**src/rtl/cardinal_pkg.sv**
```systemverilog
// cardinal_pkg: shared packet field offsets, hop width, direction one-hots and VC encodings
// for the cardinal router input port.
package cardinal_pkg;
    localparam int PAC_W  = 64;
    localparam int HOP_W  = 4;
    localparam int F_XDIR = 1;
    localparam int F_YDIR = 2;
    localparam int F_YHOP = 8;
    localparam logic [0:4] DIR_N  = 5'b10000;
    localparam logic [0:4] DIR_S  = 5'b01000;
    localparam logic [0:4] DIR_E  = 5'b00100;
    localparam logic [0:4] DIR_W  = 5'b00010;
    localparam logic [0:4] DIR_PE = 5'b00001;
    localparam logic VC_EVEN = 1'b0;
    localparam logic VC_ODD  = 1'b1;
endpackage

```
**src/rtl/cardinal_vc_slot.sv**
```systemverilog
// cardinal_vc_slot: one virtual-channel holding slot, a full flag plus a packet register.
// A write sets full and loads data; clear only drops the full flag.
module cardinal_vc_slot #(
    parameter int W = 64
) (
    input  logic         clk,
    input  logic         reset,
    input  logic         i_wen,
    input  logic         i_clr,
    input  logic [0:W-1] i_d,
    output logic         o_full,
    output logic [0:W-1] o_q
);
    logic         r_full;
    logic [0:W-1] r_data;

    always_ff @(posedge clk or negedge reset) begin
        if (!reset) begin
            r_full <= 1'b0;
            r_data <= '0;
        end else if (i_wen) begin
            r_full <= 1'b1;
            r_data <= i_d;
        end else if (i_clr) begin
            r_full <= 1'b0;
        end
    end

    assign o_full = r_full;
    assign o_q    = r_data;
endmodule

```
**src/rtl/cardinal_vc_input_port.sv**
```systemverilog
// cardinal_vc_input_port: two-VC input channel with XY routing and hop decrement on release.
// Optional CARDINAL_STALL_CNT_EN adds a saturating stall_cnt of ungranted request cycles.
module cardinal_vc_input_port #(
    parameter int PAC_WIDTH = cardinal_pkg::PAC_W,
    parameter int HOP_W     = cardinal_pkg::HOP_W
) (
    input  logic               clk,
    input  logic               reset,
    input  logic               polarity,
    input  logic               si,
    output logic               ri,
    input  logic [0:PAC_WIDTH-1] di,
    output logic [0:4]         sw_req,
    input  logic               sw_gnt,
`ifdef CARDINAL_STALL_CNT_EN
    output logic [0:15]        stall_cnt,
`endif
    output logic [0:PAC_WIDTH-1] sw_do
);
    import cardinal_pkg::*;

    localparam int F_XHOP = F_YHOP + HOP_W;

    logic                 w_ext, w_int, w_ifull, w_fire;
    logic                 w_full [2];
    logic [0:PAC_WIDTH-1] w_q    [2];
    logic [0:PAC_WIDTH-1] w_idata, w_do;
    logic [HOP_W-1:0]     w_xh, w_yh;

    assign w_ext   = polarity ? VC_EVEN : VC_ODD;
    assign w_int   = (w_ext == VC_EVEN) ? VC_ODD : VC_EVEN;
    assign ri      = ~w_full[w_ext];
    assign w_ifull = w_full[w_int];
    assign w_idata = w_q[w_int];
    assign w_fire  = sw_gnt && |sw_req;

    for (genvar v = 0; v < 2; v++) begin : g_slot
        cardinal_vc_slot #(.W(PAC_WIDTH)) u_slot (
            .clk    (clk),
            .reset  (reset),
            .i_wen  (si && ri && (w_ext == 1'(v))),
            .i_clr  (w_fire && (w_int == 1'(v))),
            .i_d    (di),
            .o_full (w_full[v]),
            .o_q    (w_q[v])
        );
    end

    assign w_xh = w_idata[F_XHOP +: HOP_W];
    assign w_yh = w_idata[F_YHOP +: HOP_W];

    assign sw_req = !w_ifull   ? 5'b00000 :
                    w_xh != '0 ? (w_idata[F_XDIR] ? DIR_W : DIR_E) :
                    w_yh != '0 ? (w_idata[F_YDIR] ? DIR_S : DIR_N) : DIR_PE;

    // x hops are consumed before y; a zero field is never touched so it cannot wrap
    always_comb begin
        w_do = w_idata;
        if (w_xh != '0)
            w_do[F_XHOP +: HOP_W] = w_xh - HOP_W'(1);
        else if (w_yh != '0)
            w_do[F_YHOP +: HOP_W] = w_yh - HOP_W'(1);
    end

    assign sw_do = w_ifull ? w_do : '0;

`ifdef CARDINAL_STALL_CNT_EN
    logic [0:15] r_stall;

    always_ff @(posedge clk or negedge reset) begin
        if (!reset)
            r_stall <= '0;
        else if (|sw_req && !sw_gnt && r_stall != 16'hFFFF)
            r_stall <= r_stall + 16'd1;
    end

    assign stall_cnt = r_stall;
`endif
endmodule

```
**config.mk**
```make
export PLATFORM = sky130hd
export DESIGN_NAME = cardinal_vc_input_port
export DESIGN_NICKNAME = d
export VERILOG_FILES = /design/src/rtl/cardinal_pkg.sv /design/src/rtl/cardinal_vc_slot.sv /design/src/rtl/cardinal_vc_input_port.sv
export SDC_FILE = /design/constraint.sdc
export NUM_CORES = 1
export LEC_CHECK = 0
export CAP_MARGIN = 30
export CORE_ASPECT_RATIO = 1.75
export CORE_MARGIN = 2
export CORE_UTILIZATION = 60
export CTS_BUF_LIST = sky130_fd_sc_hd__clkbuf_16
export CTS_CLUSTER_SIZE = 8
export DETAILED_ROUTE_END_ITERATION = 10
export DONT_BUFFER_PORTS = 1
export GPL_ROUTABILITY_DRIVEN = 0
export PLACE_DENSITY_LB_ADDON = 0.2
export SETUP_SLACK_MARGIN = 0.4
export SYNTH_ARGS = -nofsm -noshare
export SYNTH_HDL_FRONTEND = slang
export SYNTH_SLANG_ARGS = --single-unit
```
**constraint.sdc**
```tcl
create_clock -name clk -period 3.25 [get_ports clk]
set_clock_uncertainty 0.15 [all_clocks]
set_input_delay 0.65 -clock clk [delete_from_list [all_inputs] [get_ports clk]]
set_output_delay 0.65 -clock clk [all_outputs]
set_load 0.02 [all_outputs]
```
Word level (Yosys, flattened, before mapping)
Cells that the tools add are included.
{ "totals": {"reg_bits": 130, "latch_bits": 0, "ram_bits": 0, "rom_bits": 0, "inputBits": 69, "output_inout_bits": 70, "elab_cells": 47, "mem_count": 0} }
{ "classes": {"add_sub_neg": 2, "mul": 0, "div": 0, "order_cmp": 2, "eq_ne": 0, "shift": 0, "muxes": 24, "n_bitwise": 4, "reduce_logical": 11} }
{ "ops": {"columns": ["op", "count"], "rows": [
  ["$mux 64", 4],
  ["$mux 5", 4],
  ["$mux 1", 12],
  ["$mux 4", 3],
  ["$reduce_bool 4->1", 2],
  ["$sub 4x1->4 const B", 2],
  ["$logic_and 1x1->1", 6],
  ["$reduce_or 5->1", 1],
  ["$ge 2x2->1 const B", 2],
  ["$not 1->2", 2],
  ["$reduce_bool 2->1", 2],
  ["$mux 3", 1],
  ["$not 1->1", 2]
]} }

Depth between registers and ports, before layout
Gate-level depths: netlist of run 1.
{ "logic_depth": {"word_depth": 14, "mapped_depth": 8} }

By module
A second synthesis of run 1 with hierarchy kept.
{ "unflattened": {"cells_unflattened": 464, "hier_area_um2": 6587.6} }
{ "modules_own_cells": {"columns": ["module", "n_inst", "cells_per_inst", "area_per_inst_um2"], "rows": [
  ["cardinal_vc_slot", 2, 138, 2615.0],
  ["cardinal_vc_input_port", 1, 188, 1357.6]
]} }

Worst setup path after synthesis of run 1
No wires, ideal clock.
{ "synth_path": {"path_kind": "input to output", "startpoint": "input port polarity", "endpoint": "output port sw_do[10] in the netlist's numbering", "arrival_ns": 2.323, "required_ns": 2.450, "slack_ns": 0.127, "stages": 8, "path_buffers": 3, "cell_sequence": "buf_6 buf_4 mux2i_1 ha_1 o21a_1 buf_6 a21boi_1 a311oi_1"} }
{ "synth_between": {"elab_chain_len": 9, "word_cells_on_any_way": 14, "classes_between": "add/sub: 1; mux: 10; bitwise: 1; reduce/logical: 2"} }
{ "synth_rtl": {"columns": ["element", "line", "text"], "rows": [
  ["start: declaration", "cardinal_vc_input_port.sv:9", "input logic polarity,"],
  ["$mux 1 *", "cardinal_vc_input_port.sv:31", "assign w_int = (w_ext == VC_EVEN) ? VC_ODD : VC_EVEN;"],
  ["$not 1->2 (implied by the code) *", "cardinal_vc_input_port.sv:33, cardinal_vc_input_port.sv:34", null],
  ["$mux 64 (implied by the code) (3 in series)", "cardinal_vc_input_port.sv:34", "assign w_idata = w_q[w_int];"],
  ["$sub 4x1->4 or $reduce_bool 4->1 (tied branches)", "cardinal_vc_input_port.sv:62, cardinal_vc_input_port.sv:61", null],
  ["$mux 4", "cardinal_vc_input_port.sv:61", "else if (w_yh != '0)"],
  ["$mux 4", "cardinal_vc_input_port.sv:59", "if (w_xh != '0)"],
  ["$mux 64 *", "cardinal_vc_input_port.sv:65", "assign sw_do = w_ifull ? w_do : '0;"],
  ["end: declaration", "cardinal_vc_input_port.sv:18", "output logic [0:PAC_WIDTH-1] sw_do"]
]} }
Mark *: on every way between the ends. The rest lies on a longest branch, timed or not. The select of a mux whose other input is x is not followed.

Worst setup path in the final report of run 1
{ "layout_path": {"startpoint": "input port polarity", "endpoint": "output port sw_req[0] in the netlist's numbering"} }
{ "layout_between": {"elab_chain_len": 9, "word_cells_on_any_way": 14, "classes_between": "mux: 11; bitwise: 1; reduce/logical: 2"} }
{ "layout_rtl": {"columns": ["element", "line", "text"], "rows": [
  ["$mux 1 *", "cardinal_vc_input_port.sv:31", null],
  ["$not 1->2 (implied by the code) *", "cardinal_vc_input_port.sv:33, cardinal_vc_input_port.sv:34", null],
  ["$mux 64 (implied by the code) (3 in series)", "cardinal_vc_input_port.sv:34", null],
  ["$reduce_bool 4->1 or $mux 5 (tied branches)", "cardinal_vc_input_port.sv:54", "w_yh != '0 ? (w_idata[F_YDIR] ? DIR_S : DIR_N) : DIR_PE;"],
  ["$mux 5", "cardinal_vc_input_port.sv:54", null],
  ["$mux 5", "cardinal_vc_input_port.sv:53", "w_xh != '0 ? (w_idata[F_XDIR] ? DIR_W : DIR_E) :"],
  ["$mux 5 *", "cardinal_vc_input_port.sv:52", "assign sw_req = !w_ifull ? 5'b00000 :"],
  ["end: declaration", "cardinal_vc_input_port.sv:13", "output logic [0:4] sw_req,"]
]} }
Marks and branches as above.

==> metrics, run 1 <==
max-cap violations=0; drt first-iter violations=179; fmax=358 MHz; PD cells=750 mW/mm^2; Ant. Diodes=0; Area Growth Syn to Fin=11.5%; top cell type by total area after synthesis=dfrtp_1; area of the die=0.0111 sq mm; Synth warnings=0; Clock Tree Root=clkbuf_16; final setup fails=0; Die Height=138 um; FF+latch area=0.00325 sq mm; Leakage=3.04 nW; Routed WL per cell=20.6 um; Crit Path Max Fanout=82; sequential area share after synthesis=52.9%; Post-Syn Nets=535; Max Transition Viols Final=0; Final ANT Viol Nets=0; post-synth cell types=41; Clock transition at path regs=50 ps; detailed placer's ending HPWL=8050 um; Final Critical Period=2800 ps; Syn Inst Count=464; final hold slack=-211 ps; Final Cell Area=0.00685 sq mm; Total GRT Usage=23.1%; io pins=139; Worst Hold Class=input port to asynchronous set/reset pin; Peak supply drop=0.662 mV; CTS sink count=130; number of global-route vias before repair=3758; critical path arrival=2000 ps; Starting Density=62.0%; grt total ovfl=0; synth top area cells=dfrtp_1, mux2_1, mux2i_1; Clock Tree Buf Depth=2; latest clock arrival within the worst-skew pair=400 ps; worst r2r src=g_slot[0].u_slot.o_full; Final Hold Vio Count=130; worst setup path startpoint=polarity; core region area=0.00991 sq mm; CTS H-tree depth=4; area occupied by multi-input gates=0.00281 sq mm; status=finished, violations left; Die X=80.5 um; DRT Pass-1 Iters=4; Crit Path Category=input port to primary output; DP Cell Count=566; slew margin rel.=56.9%; Filler cells=699; average size of a mapped cell=13.2 sq um; # nets final=532; detail-routed via count per cell=5.94; area of the mapped netlist=0.00614 sq mm; worst endpoint required time=2450 ps; initial antenna violation count=0; PortBufs=0; CTS Buf Count=17; failing checks=negative hold slack; row cnt=48; endpoint class of the critical path=primary output; #FFs+latches synth=130; Placement Cell Area=0.00624 sq mm; TritonCTS clock tree=done; Finished Layout Cells=599; WL final=12400 um; largest net degree at the start of global routing=131; via count=3560; share of the synthesized area in the top cell type=52.9%; R2R Setup Slk=1170 ps; share of layout cells above drive strength 1=13.7%; Fin Setup TNS=0 ps; RSZ-0062 raised after global routing=no; Tcrit/Tclk final=86.1%; DRC=0; first-pass GRT wire length=19000 um; startpoint types=input port; Slew @ Worst Pin=628 ps
## power breakdown
part | leakage (nW) | internal [mW] | switching, mW
registers | 1.54 | 2.02 | 0.235
logic | 1.23 | 0.447 | 0.647
clock network | 0.268 | 1.12 | 0.672
total | 3.04 | 3.58 | 1.55
## cell type report
type                       instances  area share (%)
multi-input combinational        302            41.0
sequential                       130            47.5
timing repair buffer               8           0.876
clock buffer                      17            6.21
clock inverter                    15            2.08
inverter                           2           0.110
tap                              125            2.28
## metrics by stage
stage          power, mW  hold WS (ps)  utilization, %  worst slack, ps
2_1_floorplan       3.17           204               -              392
3_3_place_gp        3.28           207            63.0              400
3_5_place_dp        3.36           208            63.0              340
4_1_cts             5.17          -228            68.8              392
5_1_grt             5.40          -238            69.2              393
6_report            5.14          -211            69.2              453
## worst paths after layout
kind / endpoint / depth (start not counted)
worst max-delay path: sw_req[0] / 5
worst min-delay path: g_slot[1].u_slot.o_q[25] / 0
worst max register to register: g_slot[0].u_slot.o_q[15] / 4
worst min register to register: g_slot[1].u_slot.o_q[63] / 1
max in group asynchronous: g_slot[1].u_slot.o_q[52] / 0
min in group clk: g_slot[0].u_slot.o_full / 1
## placed cells by master (no fill, tap or decap), types with 2 or more instances in the layout
| master | synthesis | routed |
|---|---|---|
| nor2b_1 | 3 | 2 |
| nand2_1 | 4 | 4 |
| clkbuf_16 | 0 | 17 |
| clkinv_1 | 0 | 3 |
| a21o_1 | 3 | 3 |
| clkinv_2 | 0 | 3 |
| mux2_2 | 4 | 4 |
| ha_2 | 0 | 2 |
| clkinv_4 | 0 | 2 |
| a32o_1 | 2 | 2 |
| nor2_1 | 59 | 59 |
| o21ai_1 | 3 | 2 |
| nor3b_2 | 2 | 3 |
| mux2i_1 | 63 | 60 |
| xor2_1 | 3 | 3 |
| mux2_1 | 124 | 124 |
| buf_4 | 7 | 8 |
| bufinv_16 | 0 | 2 |
| and3_1 | 2 | 2 |
| nor3_1 | 5 | 5 |
| clkinvlp_4 | 0 | 4 |
| o21ai_2 | 1 | 2 |
| mux2i_2 | 0 | 3 |
| dfrtp_1 | 130 | 130 |
## flip-flops by register name (all words and copies together) (netlist names)
name                  count
g_slot.u_slot.o_full      2
g_slot.u_slot.o_q       128
## routing by layer
layer  routed length, um  share of wire, %  vias up  global-route usage [%]
li1                    -                 -     1629                       -
met1                4710                38     1821                    25.8
met2                6560                53       96                    39.5
met3                 846               6.8       14                    9.05
met4                 227               1.8        0                    8.29
met5                   0                 0        -                       0
## critical path, cell delays in order
cell	delay, ps
mux2i_2	300
ha_2	270
o21a_4	220
nand2_2	80
a2111oi_4	370
## repair_timing
action                                  CTS  global route
endpoints found under the hold margin   130           130
endpoints found under the setup margin    8             7
resized for setup                         2             7
buffers inserted                          0             1
pin swaps                                 2             4
## logic make-up (layout without fill, tap and decap cells)
family	count (synthesis)	count (layout)	share of synthesized area, %
fa+ha+maj	2	2	0.407
buf+inv	32	42	2.95
mux	192	192	34.1
xor+xnor	4	4	0.570
simple gates	83	83	6.11
flops	130	130	52.9
compound gates	21	21	2.93
## Yosys cell counts (all sizes together)
library cell / number
a21boi: 1
a21oi: 3
o21a: 2
xnor2: 1
nor3: 6
nor4: 1
mux2: 128
and2: 1
nor2: 59
a311oi: 1
a211oi: 1
o22ai: 1
a32o: 2
and3: 2
buf: 25
nor2b: 3
inv: 2
a2111oi: 1
nand2: 5
o21ai: 5
mux2i: 64
clkbuf: 5
nand3: 2
nor3b: 3
a21o: 3
ha: 2
xor2: 3
nand4: 1
o41ai: 1
dfrtp: 130
No activity file was read; power rests on OpenSTA's default activity.
==> run 2: changes to the inputs <==
- SETUP_SLACK_MARGIN: 0.4 -> 0.2
==> metrics, run 2 (same netlist as run 1, synthesis figures left out) <==
FF-to-FF End=g_slot[0].u_slot.o_q[9]; Filler cells=699 (unchanged); first-pass GRT wire length=19300 um (+1.3%); Final Critical Period=2920 ps (+122 ps); final setup fails=0 (unchanged); RSZ-0062 raised after global routing=no; cell family with most CP delay=compound AO/OA/AOI/OAI gates; most frequent cells in the layout=dfrtp_1, mux2_1, mux2i_1; Clock Tree Buf Depth=2 (unchanged); Fin Setup TNS=0 ps (unchanged); row cnt=48 (unchanged); worst endpoint required time=2450 ps (about the same); Placement Cell Area=0.00623 sq mm (-0.20%); Crit Path Max Fanout=6 (-93%); CP max stage delay=450 ps (+80 ps); WL final=12000 um (-3.1%); max-cap violations=0 (unchanged); top layer in use=met4; io pins=139 (unchanged); crit-path cells=mux2i_1 > ha_1 > o21ai_1 > o41ai_2 > buf_4; startpoint types=register; Total GRT Usage=23.1% (+0.057 points); number of global-route vias before repair=3900 (+3.8%); Clock transition at path regs=60 ps (about the same); critical-path cell with the highest stage delay=o41ai_2; detail-routed via count per cell=6.00 (+0.96%); Post-Place Setup Slack=304 ps (-36.9 ps); fmax=343 MHz (-4.2%); WL met2=6540 um (-0.37%); status=finished, violations left; slew margin rel.=64.0% (+7.1 points); failing checks=negative hold slack; PD cells=740 mW/mm^2 (-1.3%); worst r2r src=g_slot[0].u_slot.o_full; via count=3600 (+1.1%); Final Cell Area=0.00678 sq mm (-1.1%); CTS Buf Count=17 (unchanged); Area Growth Syn to Fin=10.3%; worst reg-to-reg path cell count=4 (unchanged); DRT met1 WL=4510 um (-4.4%); drt first-iter violations=98 (-45%); Die X=80.5 um (unchanged); TritonCTS clock tree=done; Largest register FFs=128 (unchanged); Final ANT Viol Nets=0 (unchanged); WL met3=781 um (-7.7%); Clock Tree Root=clkbuf_16; final hold slack=-216 ps (-5.33 ps); Die Height=138 um (unchanged); core region area=0.00991 sq mm (unchanged); detailed placer's ending HPWL=8050 um (about the same); Crit Path Category=register to primary output; latest clock arrival within the worst-skew pair=400 ps (about the same); Max Transition Viols Final=0 (unchanged); grt total ovfl=0 (unchanged); Slew @ Worst Pin=525 ps (-103 ps); Routed WL per cell=20.0 um (-3.2%); Peak supply drop=0.608 mV (-8.3%); share of layout cells above drive strength 1=12.2% (-1.5 points); Leakage=3.03 nW (-0.49%); Worst Hold Class=input port to asynchronous set/reset pin; Tcrit/Tclk final=89.8% (+3.7 points); initial antenna violation count=0 (unchanged); largest net degree at the start of global routing=131 (unchanged); area of the die=0.0111 sq mm (unchanged); PortBufs=0 (unchanged); Ant. Diodes=0 (unchanged); Starting Density=62.0% (unchanged); DRT Pass-1 Iters=4 (unchanged); critical path arrival=2120 ps (+120 ps); # nets final=533 (+0.19%); final worst slack=331 ps (-122 ps); R2R Setup Slk=1260 ps (+90 ps); CTS sink count=130 (unchanged); Final Hold Vio Count=130 (unchanged); commonest non-fill, non-tap cell in the layout=dfrtp_1; DRC=0 (unchanged); CP bufs+invs=1 (+1); endpoint class of the critical path=primary output; CTS H-tree depth=4 (unchanged)
[run 2: cell types whose count changed in the layout (fill, tap and decap cells not counted), sizes merged]
cell      previous run  this run
inv                  3         2
clkinvlp             4         6
bufinv               2         1
buf                  8         9
[run 2: what timing repair did]
item | in CTS | in global routing
endpoints found under the hold margin | 130 | 130
endpoints found under the setup margin | 1 | 2
buffers inserted | 0 | 0
gates resized for setup | 1 | 1
pin swaps | 0 | 1
[run 2: per-layer routing]
layer | track usage, % | vias to the layer above
met5 | 0 | -
li1 | - | 1632
met3 | 8.07 | 11
met4 | 7.53 | 0
met2 | 40.6 | 110
met1 | 26.0 | 1847
[run 2: report_power, final]
group          total [mW]  internal [mW]  switching, mW  leakage, nW
Combinational        1.05          0.429          0.623         1.24
Clock                1.72           1.04          0.681        0.252
Sequential           2.24           2.02          0.224         1.54
Total                5.01           3.49           1.53         3.03
[run 2: worst max-delay path by stage]
stage,to,cells past startpoint,start
floorplan,sw_req[0],8,polarity
global placement,sw_req[0],5,polarity
detailed placement,sw_req[0],5,polarity
CTS,sw_do[11],5,g_slot[1].u_slot.o_q[11]
global route,sw_do[9],5,g_slot[1].u_slot.o_q[15]
finish,sw_do[8],5,g_slot[1].u_slot.o_q[15]
[run 2: layout make-up]
type / instances / area [sq um] / area share, %
timing repair buffer: 9 / 80.1 / 1.18
multi-input combinational: 302 / 2730 / 40.3
sequential: 130 / 3250 / 48.0
tap: 125 / 156 / 2.31
clock buffer: 17 / 425 / 6.28
clock inverter: 15 / 120 / 1.77
inverter: 2 / 7.51 / 0.111
[run 2: through the flow]
step / total power [mW] / cells / util (%)
floorplan: 3.14 / 464 / -
global placement: 3.26 / 568 / 62.8
detailed placement: 3.34 / 568 / 62.8
CTS: 5.07 / 600 / 68.3
global route: 5.28 / 600 / 68.4
finish: 5.01 / 600 / 68.4
==> run 3: changes to the inputs <==
- SLEW_MARGIN: default -> 0
==> results of run 3 <==
Same layout as run 2: the final DEF is identical, and so are final timing and power.
